**config.mk**
```make
export PLATFORM = sky130hd
export DESIGN_NAME = nibble_serial_sub_flat
export DESIGN_NICKNAME = d
export VERILOG_FILES = /design/src/rtl/nibble_serial_sub_if.sv /design/src/rtl/nibble_serial_sub.sv /design/src/flat_wrapper.sv
export SDC_FILE = /design/constraint.sdc
export NUM_CORES = 1
export LEC_CHECK = 0
export BUFFER_PORTS_ARGS = -buffer_cell sky130_fd_sc_hd__buf_4
export CAP_MARGIN = 20
export CELL_PAD_IN_SITES_DETAIL_PLACEMENT = 1
export CELL_PAD_IN_SITES_GLOBAL_PLACEMENT = 2
export CORE_ASPECT_RATIO = 1.75
export CORE_MARGIN = 10
export CORE_UTILIZATION = 29
export DETAILED_ROUTE_END_ITERATION = 16
export GPL_TIMING_DRIVEN = 0
export PLACE_DENSITY_LB_ADDON = 0.1
export SLEW_MARGIN = 20
export SYNTH_ARGS = -nofsm -noshare
export SYNTH_HDL_FRONTEND = slang
export SYNTH_SLANG_ARGS = --single-unit
```
**constraint.sdc**
```tcl
create_clock -name clk -period 1.9 [get_ports clk]
set_input_delay 0.095 -clock clk [delete_from_list [all_inputs] [get_ports clk]]
set_output_delay 0.095 -clock clk [all_outputs]
set_load 0.05 [all_outputs]
```
**src/rtl/nibble_serial_sub_if.sv**
```systemverilog
// Bundle for the nibble_serial_sub operand/result handshakes and the four_bits_sub stage link.
// The slave view belongs to the sequencer; the master view belongs to its environment.
interface nibble_serial_sub_if #(
  parameter int unsigned WIDTH = 16
);
  logic             in_valid;
  logic             in_ready;
  logic [WIDTH-1:0] a;
  logic [WIDTH-1:0] b;
  logic             bor_in;
  logic [3:0]       sub_a;
  logic [3:0]       sub_b;
  logic             sub_bor;
  logic [3:0]       sub_d;
  logic             sub_bor_out;
  logic             out_valid;
  logic             out_ready;
  logic [WIDTH-1:0] diff;
  logic             bor_out;

  modport slave (
    input  in_valid, a, b, bor_in, sub_d, sub_bor_out, out_ready,
    output in_ready, sub_a, sub_b, sub_bor, out_valid, diff, bor_out
  );

  modport master (
    output in_valid, a, b, bor_in, sub_d, sub_bor_out, out_ready,
    input  in_ready, sub_a, sub_b, sub_bor, out_valid, diff, bor_out
  );
endinterface

```
**src/rtl/nibble_serial_sub.sv**
```systemverilog
// Multi-word subtractor sequencer: drives an external 4-bit subtract stage one nibble per clock,
// LSB first, chaining the borrow through a register.
module nibble_serial_sub #(
  parameter int unsigned WIDTH = 16
) (
  input logic               clk,
  input logic               rst_n,
  nibble_serial_sub_if.slave bus
);
  localparam int unsigned NIB  = WIDTH / 4;
  localparam int unsigned CntW = (NIB > 1) ? $clog2(NIB) : 1;

  if ((WIDTH % 4) != 0 || WIDTH < 4) begin : gen_width_check
    $error("nibble_serial_sub: WIDTH must be a multiple of 4 and at least 4");
  end

  typedef enum logic [1:0] {StIdle, StRun, StDone} state_e;

  state_e           state_q, state_d;
  logic [CntW-1:0]  cnt_q, cnt_d;
  logic [WIDTH-1:0] a_q, a_d;
  logic [WIDTH-1:0] b_q, b_d;
  logic [WIDTH-1:0] diff_q, diff_d;
  logic             bor_q, bor_d;
  logic [CntW+1:0]  bit_idx;

  assign bit_idx = {cnt_q, 2'b00};

  always_comb begin
    state_d = state_q;
    cnt_d   = cnt_q;
    a_d     = a_q;
    b_d     = b_q;
    diff_d  = diff_q;
    bor_d   = bor_q;
    unique case (state_q)
      StIdle: begin
        if (bus.in_valid) begin
          a_d     = bus.a;
          b_d     = bus.b;
          bor_d   = bus.bor_in;
          cnt_d   = '0;
          diff_d  = '0;
          state_d = StRun;
        end
      end
      StRun: begin
        diff_d[bit_idx +: 4] = bus.sub_d;
        bor_d                = bus.sub_bor_out;
        if (cnt_q == CntW'(NIB - 1)) begin
          cnt_d   = '0;
          state_d = StDone;
        end else begin
          cnt_d = cnt_q + 1'b1;
        end
      end
      StDone: begin
        if (bus.out_ready) state_d = StIdle;
      end
      default: state_d = StIdle;
    endcase
  end

  always_ff @(posedge clk or negedge rst_n) begin
    if (!rst_n) begin
      state_q <= StIdle;
      cnt_q   <= '0;
      a_q     <= '0;
      b_q     <= '0;
      diff_q  <= '0;
      bor_q   <= 1'b0;
    end else begin
      state_q <= state_d;
      cnt_q   <= cnt_d;
      a_q     <= a_d;
      b_q     <= b_d;
      diff_q  <= diff_d;
      bor_q   <= bor_d;
    end
  end

  // All outputs decode from registered state so the handshakes carry no input-to-output paths.
  always_comb begin
    bus.in_ready  = (state_q == StIdle);
    bus.out_valid = (state_q == StDone);
    bus.sub_a     = '0;
    bus.sub_b     = '0;
    bus.sub_bor   = 1'b0;
    bus.diff      = '0;
    bus.bor_out   = 1'b0;
    if (state_q == StRun) begin
      bus.sub_a   = a_q[bit_idx +: 4];
      bus.sub_b   = b_q[bit_idx +: 4];
      bus.sub_bor = bor_q;
    end
    if (state_q == StDone) begin
      bus.diff    = diff_q;
      bus.bor_out = bor_q;
    end
  end
endmodule

```
**src/flat_wrapper.sv**
```systemverilog
// flat-port wrapper written by rule: the top's interface ports become plain ports
module nibble_serial_sub_flat 
#(
  parameter int unsigned WIDTH = 16
)
  (clk, rst_n, bus_in_valid, bus_a, bus_b, bus_bor_in, bus_sub_d, bus_sub_bor_out, bus_out_ready, bus_in_ready, bus_sub_a, bus_sub_b, bus_sub_bor, bus_out_valid, bus_diff, bus_bor_out);
  nibble_serial_sub_if #(.WIDTH(WIDTH)) bus_i ();
  input logic clk;
  input logic rst_n;
  input wire logic [$bits(bus_i.in_valid)-1:0] bus_in_valid;
  input wire logic [$bits(bus_i.a)-1:0] bus_a;
  input wire logic [$bits(bus_i.b)-1:0] bus_b;
  input wire logic [$bits(bus_i.bor_in)-1:0] bus_bor_in;
  input wire logic [$bits(bus_i.sub_d)-1:0] bus_sub_d;
  input wire logic [$bits(bus_i.sub_bor_out)-1:0] bus_sub_bor_out;
  input wire logic [$bits(bus_i.out_ready)-1:0] bus_out_ready;
  output wire logic [$bits(bus_i.in_ready)-1:0] bus_in_ready;
  output wire logic [$bits(bus_i.sub_a)-1:0] bus_sub_a;
  output wire logic [$bits(bus_i.sub_b)-1:0] bus_sub_b;
  output wire logic [$bits(bus_i.sub_bor)-1:0] bus_sub_bor;
  output wire logic [$bits(bus_i.out_valid)-1:0] bus_out_valid;
  output wire logic [$bits(bus_i.diff)-1:0] bus_diff;
  output wire logic [$bits(bus_i.bor_out)-1:0] bus_bor_out;
  assign bus_i.in_valid = bus_in_valid;
  assign bus_i.a = bus_a;
  assign bus_i.b = bus_b;
  assign bus_i.bor_in = bus_bor_in;
  assign bus_i.sub_d = bus_sub_d;
  assign bus_i.sub_bor_out = bus_sub_bor_out;
  assign bus_i.out_ready = bus_out_ready;
  assign bus_in_ready = bus_i.in_ready;
  assign bus_sub_a = bus_i.sub_a;
  assign bus_sub_b = bus_i.sub_b;
  assign bus_sub_bor = bus_i.sub_bor;
  assign bus_out_valid = bus_i.out_valid;
  assign bus_diff = bus_i.diff;
  assign bus_bor_out = bus_i.bor_out;
  nibble_serial_sub #(.WIDTH(WIDTH)) u_core (.clk(clk), .rst_n(rst_n), .bus(bus_i));
endmodule
```
* Yosys cells after proc, flatten, opt, wreduce, memory -nomap -nowiden
Cells that the tools add are included.
** Word-level totals
- Register bits :: 53
- Bits of input ports :: 42
- Output and inout bits :: 28
- Word-level logic and storage cells :: 40
** Cells by class
- Add/sub/neg operators :: 2
- Equality and inequality tests :: 6
- Shifts and indexed selects :: 4
- Mux-type cells :: 17
- Reductions and logical operators :: 5
** Operators by type and width (number)
- 16-bit two-way mux :: 2
- 16-bit one-hot mux with 2 select lines :: 1
- 16-bit by 5-bit variable part select with 4-bit output :: 2
- 16-bit bitwise mux :: 1
- 4-bit by 6-bit variable shift with 16-bit output, first input constant :: 1
- 4-bit by 6-bit variable part select with 16-bit output :: 1
- 2-bit two-way mux :: 5
- 4-bit two-way mux :: 2
- 4-bit negation with 6-bit output :: 1
- 2-bit one-hot mux with 3 select lines :: 1
- 2-bit equality test, second input constant :: 2
- 2-bit != test, second input constant :: 2
- 2-bit one-hot mux with 2 select lines :: 1
- 2-bit AND reduction :: 2
- 1-bit two-way mux :: 3
- 3-bit AND reduction :: 1
- 2-bit by 1-bit adder with 2-bit output, second input constant :: 1
- 2-bit by 1-bit equality test with 1-bit output, second input constant :: 1
- 2-bit logical NOT :: 1
- 2-bit by 1-bit != test with 1-bit output, second input constant :: 1
- 1-bit one-hot mux with 2 select lines :: 1
- 2-bit nonzero test :: 1

* Longest topological paths before layout
Gate-level depths: netlist of run 1.
- Depth after elaboration :: 4
- Gate-level depth with buffers :: 7
- Depth with buffers taken out :: 5

* Least setup slack after synthesis of run 1
No wires, ideal clock.
- Path type :: flip-flop to flip-flop
- From :: register u_core.cnt_q[1]
- To :: register u_core.diff_q[10]
- Setup time :: 0.066 ns
- Arrival :: 1.795 ns
- Data required time :: 1.834 ns
- Slack :: 0.039 ns
- Stages on the path, launching flop included :: 7
- Buffers on the path :: 1
- Clock period less this slack :: 1.861 ns
- Cell sequence :: dfrtp_1 > clkbuf_1 > inv_1 > ha_1 > nand2b_1 > nor4b_4 > a22o_1
** Between the ends
- Longest elaborated chain between the ends :: 4
- Elaborated cells on any way between the ends :: 5
- Classes of those cells :: add/sub: 1; shift: 2; mux: 2
** RTL lines
- from (decl) :: RTL line nibble_serial_sub.sv:20 : logic [CntW-1:0] cnt_q, cnt_d;
- from (signal assigned) :: RTL line nibble_serial_sub.sv:74 : cnt_q <= cnt_d;
- 4-bit negation with 6-bit output * :: RTL line nibble_serial_sub.sv:48 : diff_d[bit_idx +: 4] = bus.sub_d;
- 4-bit by 6-bit variable part select with 16-bit output / 4-bit by 6-bit variable shift with 16-bit output (equally long branches) :: RTL line nibble_serial_sub.sv:48
- 16-bit bitwise mux * :: RTL line nibble_serial_sub.sv:48
- 16-bit one-hot mux with 2 select lines * :: RTL line nibble_serial_sub.sv:36 : unique case (state_q)
- to (signal assigned) :: RTL line nibble_serial_sub.sv:77 : diff_q <= diff_d;
- to (decl) :: RTL line nibble_serial_sub.sv:23 : logic [WIDTH-1:0] diff_q, diff_d;
Every way passes the cells marked *; elsewhere a longest branch is shown, timed or not.
A chain may end at the register's enable or synchronous reset.

* Worst setup path after layout of run 1
- From :: register u_core.cnt_q[0]
- To :: output port bus_sub_a[2]
** Between the ends
- Longest elaborated chain between the ends :: 2
** RTL lines
- 16-bit by 5-bit variable part select with 4-bit output :: RTL line nibble_serial_sub.sv:92 : bus.sub_a = a_q[bit_idx +: 4];
- 4-bit two-way mux :: RTL line nibble_serial_sub.sv:91 : if (state_q == StRun) begin
- to (decl) :: RTL line flat_wrapper.sv:18 : output wire logic [$bits(bus_i.sub_a)-1:0] bus_sub_a;
No other way between the ends.

==> results of run 1 <==
## cell type report
class,instances,area [µm²],share of cell area
sequential,53,1330,0.351
multi-input combinational,184,1180,0.312
timing repair buffer,96,811,0.214
buffer,16,159,0.0420
tap,120,150,0.0397
clock buffer,5,125,0.0331
clock inverter,3,17.5,0.00463
inverter,3,11.3,0.00298
## cells in the mapped netlist, drive strengths merged, types with 3 or more instances
cell | count | area [µm²]
nand2 | 105 | 394
a21o | 4 | 30.0
buf | 13 | 125
dfrtp | 53 | 1330
nand2b | 3 | 18.8
a22o | 16 | 140
inv | 3 | 11.3
clkbuf | 3 | 11.3
mux4 | 8 | 180
and2 | 26 | 163
ha | 6 | 75.1
## state kept, by name (all words and copies together), names as in the netlist
register        cells
u_core.diff_q      16
u_core.b_q         16
u_core.cnt_q        2
u_core.state_q      2
u_core.bor_q        1
u_core.a_q         16
## path summary, 6_finish.rpt
check                           startpoint          endpoint  cells past startpoint
min in group asynchronous            rst_n  u_core.diff_q[0]                      2
setup / recovery           u_core.cnt_q[0]      bus_sub_a[2]                      5
hold / removal                    bus_a[8]     u_core.a_q[8]                      3
hold reg to reg             u_core.b_q[10]    u_core.b_q[10]                      2
max in group asynchronous            rst_n   u_core.cnt_q[1]                      2
setup reg to reg           u_core.cnt_q[0]  u_core.diff_q[9]                      7
## timing repair
item                                   4_1_cts  5_1_grt
hold buffers                                25        0
setup endpoints to repair                   34       13
pin swaps                                    2        2
endpoints found under the hold margin       77        0
resized for setup                           10        9
buffers inserted                             2        0
## per-layer routing
metal / vias up / share of wire
met5: - / 0
met3: 10 / 0.045
met2: 47 / 0.58
met1: 1032 / 0.36
met4: 0 / 0.023
li1: 1038 / -
## metrics by stage
step           utilization  hold slack (ns)  worst slack, ns
5_1_grt              0.421          0.00362         0.000446
3_3_place_gp         0.368            0.198           -0.485
6_report             0.421        -0.000252           0.0560
2_1_floorplan            -           -0.201           0.0387
4_1_cts              0.418         0.000969        0.0000318
3_5_place_dp         0.368            0.195           -0.543
## power groups by stage
stage	Clock, mW	Sequential, mW	Combinational (mW)
floorplan	0	1.79	2.22
global placement	0	1.86	2.96
detailed placement	0	1.87	3.00
CTS	0.936	1.84	3.22
global route	0.972	1.90	3.55
finish	0.900	1.84	3.21
## worst min-delay path, delay by kind of cell
family	cells	cell delay, ns
and+or+nand+nor	2	0.10
buffers and inverters	1	0.07
## logic make-up after synthesis
family,share of synthesized area
AOI/OAI and AO/OA,0.0770
DFF,0.504
muxes,0.0684
buffers and inverters,0.0561
and+or+nand+nor,0.267
adders and majority gates,0.0285
==> impl_metrics.toml, run 1 <==
[power_and_ir_drop]
p_clk_frac = 0.151
swShare = 0.413
combPwrFrac = 0.540
leakage_nw = 1.90
power_density_nw_per_um2 = 1570
switching_power_mw = 2.46
total_power_mw = 5.94
pwr-share-seq = 0.309
ir_worst_vdd_mv = 0.788
power.internal_mw = 3.49

[routing]
drt-total-wl_um = 7600
drtPass1Iterations = 4
route.detailed.drc = 0
wire_per_inst_um = 15.8
vias = 2127
vias_per_cell = 4.43
drtAntennaViolNets = 0
drtIter0Drc = 70

[cts]
cts_max_level = 2
cts.clk_slew.worst_paths_ns = 0.07
clock-sinks = 53
cts-root-buf = "clkbuf_16"
cts_tree = "done"
cts_buffer_depth = 2
worstSkewPairLatency_ns = 0.29
cts_buffers = 5

[yosys]
synth-seq-area-share = 0.504
avgSynthCellArea_um2 = 10.3
synth_flop_cell = "dfrtp_1"
synth_nets = 304
syn_area_um2 = 2630
ys_ff_latch = 53
syn_inst = 256
synth-warning-count = 0
yosys.cell_types.count = 24
async_flop_share = 1.00
synth_edf_count = 0

[final_layout]
syn_to_final_growth_pct = 43.7
fillers = 1031
n_antenna_cell = 0
most-common-layout-cells = "nand2_1 (105), buf_4 (66), dfrtp_1 (52)"
design_area_um2 = 3780
final_common_cell = "nand2_1"
drive_above_1_share = 0.317
nets = 407
final_cells = 480

[timing]
hold_viol_final = 1
slew_headroom = 0.544
finClkSkew_ns = 0.00305
maxSlewViolCount = 0
setup_violations = 0
grt_setup_unrepaired = "no"
hold_ws_ns = -0.000252
final.min_clock_period_ns = 1.84
fin_crit_sh = 0.971
tightest_slew_ns = 0.684
finalSetupTns_ns = 0
max_freq_mhz = 542

[placed_design]
gp_congestion = 0.725
placed_cell_area_um2 = 3300
dp_hpwl_um = 5770
numPortBuffers = 69
place_inst = 445

[grt]
busiest_layer = "met2"
grt_util_met2 = 0.227
grt_pass1_wl_um = 13000
gr-total-overflow = 0
use_met3 = 0.0287
grtUsageMet1 = 0.122
grt_pass1_vias = 2490
grt_start_max_net_pins = 54
antenna_found_initial = 0
grt_usage = 0.121

[floorplanning]
die_area_um2 = 13400
io_pins = 70
start_util = 0.293
core_area_um2 = 8980
die_w_um = 92.0
std_cell_rows = 46
die_h_um = 146

[worst_setup_path]
critPathSlowestCell = "mux4_2"
cp_num_buf_inv = 3
startpoint_type = "register"
cp.arrival_ns = 1.75
worstPathRequired_ns = 1.80
critPathMaxStageDelay_ns = 0.47
setup.worst_path.end_class = "primary output"
critical_path.top_delay_family = "multiplexers"
worstSetupPathType = "register to primary output"
r2r_slack_ns = 0.11
crit_fanout = 5
path_cells = "buf_6 > buf_12 > mux4_2 > and2_1 > buf_4"

[run_status]
violations = "negative hold slack"
status = "finished, violations left"

[run]
cap_violations = 0

[min_path]
hold_class = "input pin to register"
(Power assumes the default switching activity.)
==> inputs of run 2 (changes only) <==
- CORE_UTILIZATION: 29 -> 32
- clock period: 1.9 -> 1.85 ns (I/O delays scaled with it)
==> impl_metrics.toml, run 2 (synthesized netlist as in run 1, its figures left out) <==
[timing]
fin_crit_sh = 0.991
final.min_clock_period_ns = 1.83
grt_setup_unrepaired = "yes"
maxSlewViolCount = 0
hold_viol_final = 0
finClkSkew_ns = 0.00640
max_freq_mhz = 546
setup_violations = 0
tightest_slew_ns = 0.701
slew_headroom = 0.533
hold_ws_ns = 0.00574

[final_layout]
nets = 410
final_common_cell = "nand2_1"
top_regs = "u_core.a_q: 16 flops, u_core.b_q: 16 flops, u_core.diff_q: 16 flops"
most-common-layout-cells = "nand2_1 (105), buf_4 (66), dfrtp_1 (53)"
design_area_um2 = 3820
drive_above_1_share = 0.340
n_antenna_cell = 0
syn_to_final_growth_pct = 45.2

[worst_setup_path]
worstSetupPathType = "register to primary output"
critPathMaxStageDelay_ns = 0.48
crit_cells = 5
cp_num_buf_inv = 3
path_cells = "buf_6 > buf_12 > mux4_2 > and2_4 > buf_6"
crit_top_cell = "buf_6"
crit_fanout = 6
setup.worst_path.end_class = "primary output"
cp.arrival_ns = 1.74
critPathSlowestCell = "mux4_2"
worstPathRequired_ns = 1.76
rr_worst_depth = 8
r2r_slack_ns = 0.08
startpoint_type = "register"
critical_path.top_delay_family = "multiplexers"

[floorplanning]
io_pins = 70
die_area_um2 = 12400
core_area_um2 = 7960
die_w_um = 88.6
std_cell_rows = 43
die_h_um = 140
start_util = 0.331

[routing]
drtIter0Drc = 92
drtPass1Iterations = 4
drtAntennaViolNets = 0
vias = 2149
drt-total-wl_um = 7670
route.detailed.drc = 0
wire_per_inst_um = 17.0
vias_per_cell = 4.75

[placed_design]
numPortBuffers = 69
gp_congestion = 0.757
placed_cell_area_um2 = 3270
dp_hpwl_um = 5620

[min_path]
min_path_cells = 3
hold_class = "input pin to register"

[power_and_ir_drop]
ir_worst_vdd_mv = 0.970
leakage_nw = 1.95
power_density_nw_per_um2 = 1690

[run_status]
status = "finished, final reports clean"

[grt]
grt_usage = 0.132
grt_pass1_wl_um = 12900
grt_start_max_net_pins = 54
grt_pass1_vias = 2470
antenna_found_initial = 0
gr-total-overflow = 0

[cts]
worstSkewPairLatency_ns = 0.29
cts_tree = "done"
cts_buffer_depth = 2
cts-root-buf = "clkbuf_16"
cts_max_level = 2
clock-sinks = 53
cts_buffers = 5
cts.clk_slew.worst_paths_ns = 0.07

[run]
cap_violations = 0
[run 2: cell count changes in the layout (fill, tap and decap cells not counted), moves of 2 or more]
cell           before  now
and2_1             25   18
dlygate4sd3_1      25   23
and2_4              1    8
clkinv_2            2    0
buf_8               0    5
[run 2: worst register-to-register path, stage by stage, from the launching register on]
cell      delay, ns
dfrtp_1        0.39
buf_6          0.14
buf_12         0.12
inv_1          0.10
ha_4           0.35
nand2b_4       0.08
nor4b_4        0.24
buf_4          0.17
a22o_1         0.13
[run 2: layout make-up]
| class | instances | area (µm²) |
|---|---|---|
| fill | 907 | 4140 |
| sequential | 53 | 1330 |
| multi-input combinational | 184 | 1200 |
| timing repair buffer | 99 | 866 |
| buffer | 16 | 161 |
| clock buffer | 7 | 143 |
| tap | 90 | 113 |
| inverter | 3 | 11.3 |
[run 2: timing repair]
action | CTS | global route
gates resized for setup | 14 | 22
endpoints found under the hold margin | 75 | 0
pin swaps | 1 | 6
setup buffers | 5 | 2
setup endpoints to repair | 34 | 21
hold buffers | 23 | 0
[run 2: worst paths after layout]
path	start	to
min reg2reg	u_core.a_q[8]	u_core.a_q[8]
max reg2reg	u_core.cnt_q[0]	u_core.diff_q[9]
max	u_core.cnt_q[0]	bus_sub_b[0]
min	bus_b[2]	u_core.b_q[2]
min in group asynchronous	rst_n	u_core.diff_q[0]
max in group asynchronous	rst_n	u_core.diff_q[15]
[run 2: metal layers]
layer  GRT usage  routed length (µm)  part of all wire
met4      0.0419                 159             0.021
met1       0.133                2770              0.36
met5           0                   0                 0
met3      0.0401                 481             0.063
met2       0.245                4250              0.55
[run 2: stage by stage]
stage	setup TNS, ns	utilization	setup WS (ns)	cells	power, mW
after floorplan	0	-	0.0607	256	4.12
after global placement	-2.39	0.410	-0.284	415	4.93
after detailed placement	-3.01	0.410	-0.333	415	5.00
after CTS	0	0.470	0.0115	450	6.30
after global routing	-0.266	0.480	-0.0436	452	6.96
final	0	0.480	0.0173	452	6.47
[run 2: power by group]
part | leakage [nW] | internal, mW | switching [mW]
logic | 1.20 | 1.70 | 1.94
clock network | 0.0700 | 0.533 | 0.400
registers | 0.679 | 1.64 | 0.251
total | 1.95 | 3.87 | 2.59
==> inputs of run 3 (changes only) <==
- RECOVER_POWER: default -> 50
- SLEW_MARGIN: 20 -> default
- TNS_END_PERCENT: default -> 1
==> impl_metrics.toml, run 3 (synthesized netlist as in run 1, its figures left out) <==
[final_layout]
final_common_cell = "nand2_1"
multi_input_area_um2 = 1200
n_antenna_cell = 0
top_regs = "u_core.a_q: 16 flops, u_core.b_q: 16 flops, u_core.diff_q: 16 flops"
most-common-layout-cells = "nand2_1 (105), buf_4 (68), dfrtp_1 (53)"
syn_to_final_growth_pct = 45.5
nets = 414
drive_above_1_share = 0.336
postLayoutCoreUtil = 0.481
fillers = 915
seq_area_um2 = 1330

[power_and_ir_drop]
power.internal_mw = 3.86
leakage_nw = 1.96
combPwrFrac = 0.562
total_power_mw = 6.46
pwr-share-seq = 0.293
swShare = 0.402
switching_power_mw = 2.60
p_clk_frac = 0.145
ir_worst_vdd_mv = 0.969
power_density_nw_per_um2 = 1690

[worst_setup_path]
worstPathRequired_ns = 1.76
crit_fanout = 5
startpoint_type = "register"
worstSetupPathType = "register to primary output"
crit_start = "u_core.cnt_q[0]"
reg2reg_from = "u_core.cnt_q[0]"
setup.worst_path.end_class = "primary output"
cp.arrival_ns = 1.75

[routing]
routed.top_layer = "met4"
drtAntennaViolNets = 0
wl_met1_um = 2780
drt-total-wl_um = 7770
dr_wl_met3_um = 471
vias_per_cell = 4.76
drtIter0Drc = 79
drtPass1Iterations = 4
wl_met2_um = 4360
route.detailed.drc = 0
vias = 2171
wire_per_inst_um = 17.0

[cts]
cts_buffers = 5
clock-sinks = 53
cts.clk_slew.worst_paths_ns = 0.07
cts_buffer_depth = 2
cts-root-buf = "clkbuf_16"
cts_tree = "done"
worstSkewPairLatency_ns = 0.29
cts_max_level = 2

[floorplanning]
die_h_um = 140
io_pins = 70
die_w_um = 88.6
std_cell_rows = 43
start_util = 0.331
die_area_um2 = 12400
core_area_um2 = 7960

[min_path]
min_from = "bus_b[2]"
hold_class = "input pin to register"

[placed_design]
numPortBuffers = 69
dp_hpwl_um = 5620
gp_congestion = 0.757

[timing]
slew_headroom = 0.0930
maxSlewViolCount = 0
max_freq_mhz = 541
finClkSkew_ns = 0.00700
tightest_slew_ns = 1.36
fin_crit_sh = 0.998
setup_violations = 0
grt_setup_unrepaired = "yes"
final.min_clock_period_ns = 1.85
hold_viol_final = 0

[grt]
gr-total-overflow = 0
grt_pass1_wl_um = 12600
antenna_found_initial = 0
grt_usage = 0.130
grt_pass1_vias = 2441
grt_start_max_net_pins = 54

[run_status]
status = "finished, final reports clean"

[run]
cap_violations = 0
[run 3: repair_timing]
action                                  CTS  global route
endpoints found under the setup margin   34            33
hold buffers                             23             0
cloned                                    0             1
setup buffers                             2             8
endpoints found under the hold margin    75             0
gates resized for setup                  12            18
pin swaps                                 1             2
[run 3: final cells by class]
cell class              instances  area share
repair buffers                103       0.233
clock buffers                   7      0.0372
multi-input cells             184       0.313
plain buffers                  16      0.0385
inverters                       3     0.00294
flip-flops and latches         53       0.346
well taps                      90      0.0294
[run 3: stage by stage]
stage	hold slack, ns	setup TNS [ns]	area, µm²	setup slack, ns	instances
floorplan	-0.203	0	2640	0.0607	256
global placement	0.185	-2.39	3270	-0.284	415
detailed placement	0.190	-3.01	3270	-0.333	415
CTS	0.0000474	-0.223	3700	-0.0758	447
global route	0.00562	-0.591	3830	-0.0576	456
finish	0.00356	0	3830	0.00306	456
[run 3: worst paths after layout]
path / endpoint / slack (ns) / cells after the start
max: bus_sub_b[0] / 0.003 / 5
min: u_core.b_q[2] / 0.004 / 3
max reg2reg: u_core.diff_q[9] / 0.03 / 8
min reg2reg: u_core.a_q[8] / 0.47 / 2
max in group asynchronous: u_core.diff_q[15] / 0.38 / 2
min in group asynchronous: u_core.diff_q[0] / 0.63 / 2
[run 3: per-layer routing]
| layer | vias up | global-route usage |
|---|---|---|
| met5 | - | 0 |
| met4 | 0 | 0.0445 |
| met3 | 8 | 0.0377 |
| met2 | 51 | 0.238 |
| met1 | 1060 | 0.135 |
| li1 | 1052 | - |
[run 3: power groups by stage]
stage,Sequential [mW],Clock [mW],Combinational [mW]
3_3_place_gp,1.91,0,3.02
5_1_grt,1.97,1.01,3.97
2_1_floorplan,1.84,0,2.28
3_5_place_dp,1.93,0,3.07
4_1_cts,1.90,0.970,3.32
6_report,1.90,0.936,3.63
[run 3: critical path, cell delays in order (launching register included)]
cell and delay, ns:
dfrtp_1 0.39, buf_6 0.15, buf_12 0.12, mux4_2 0.48
and2_4 0.17, buf_6 0.14
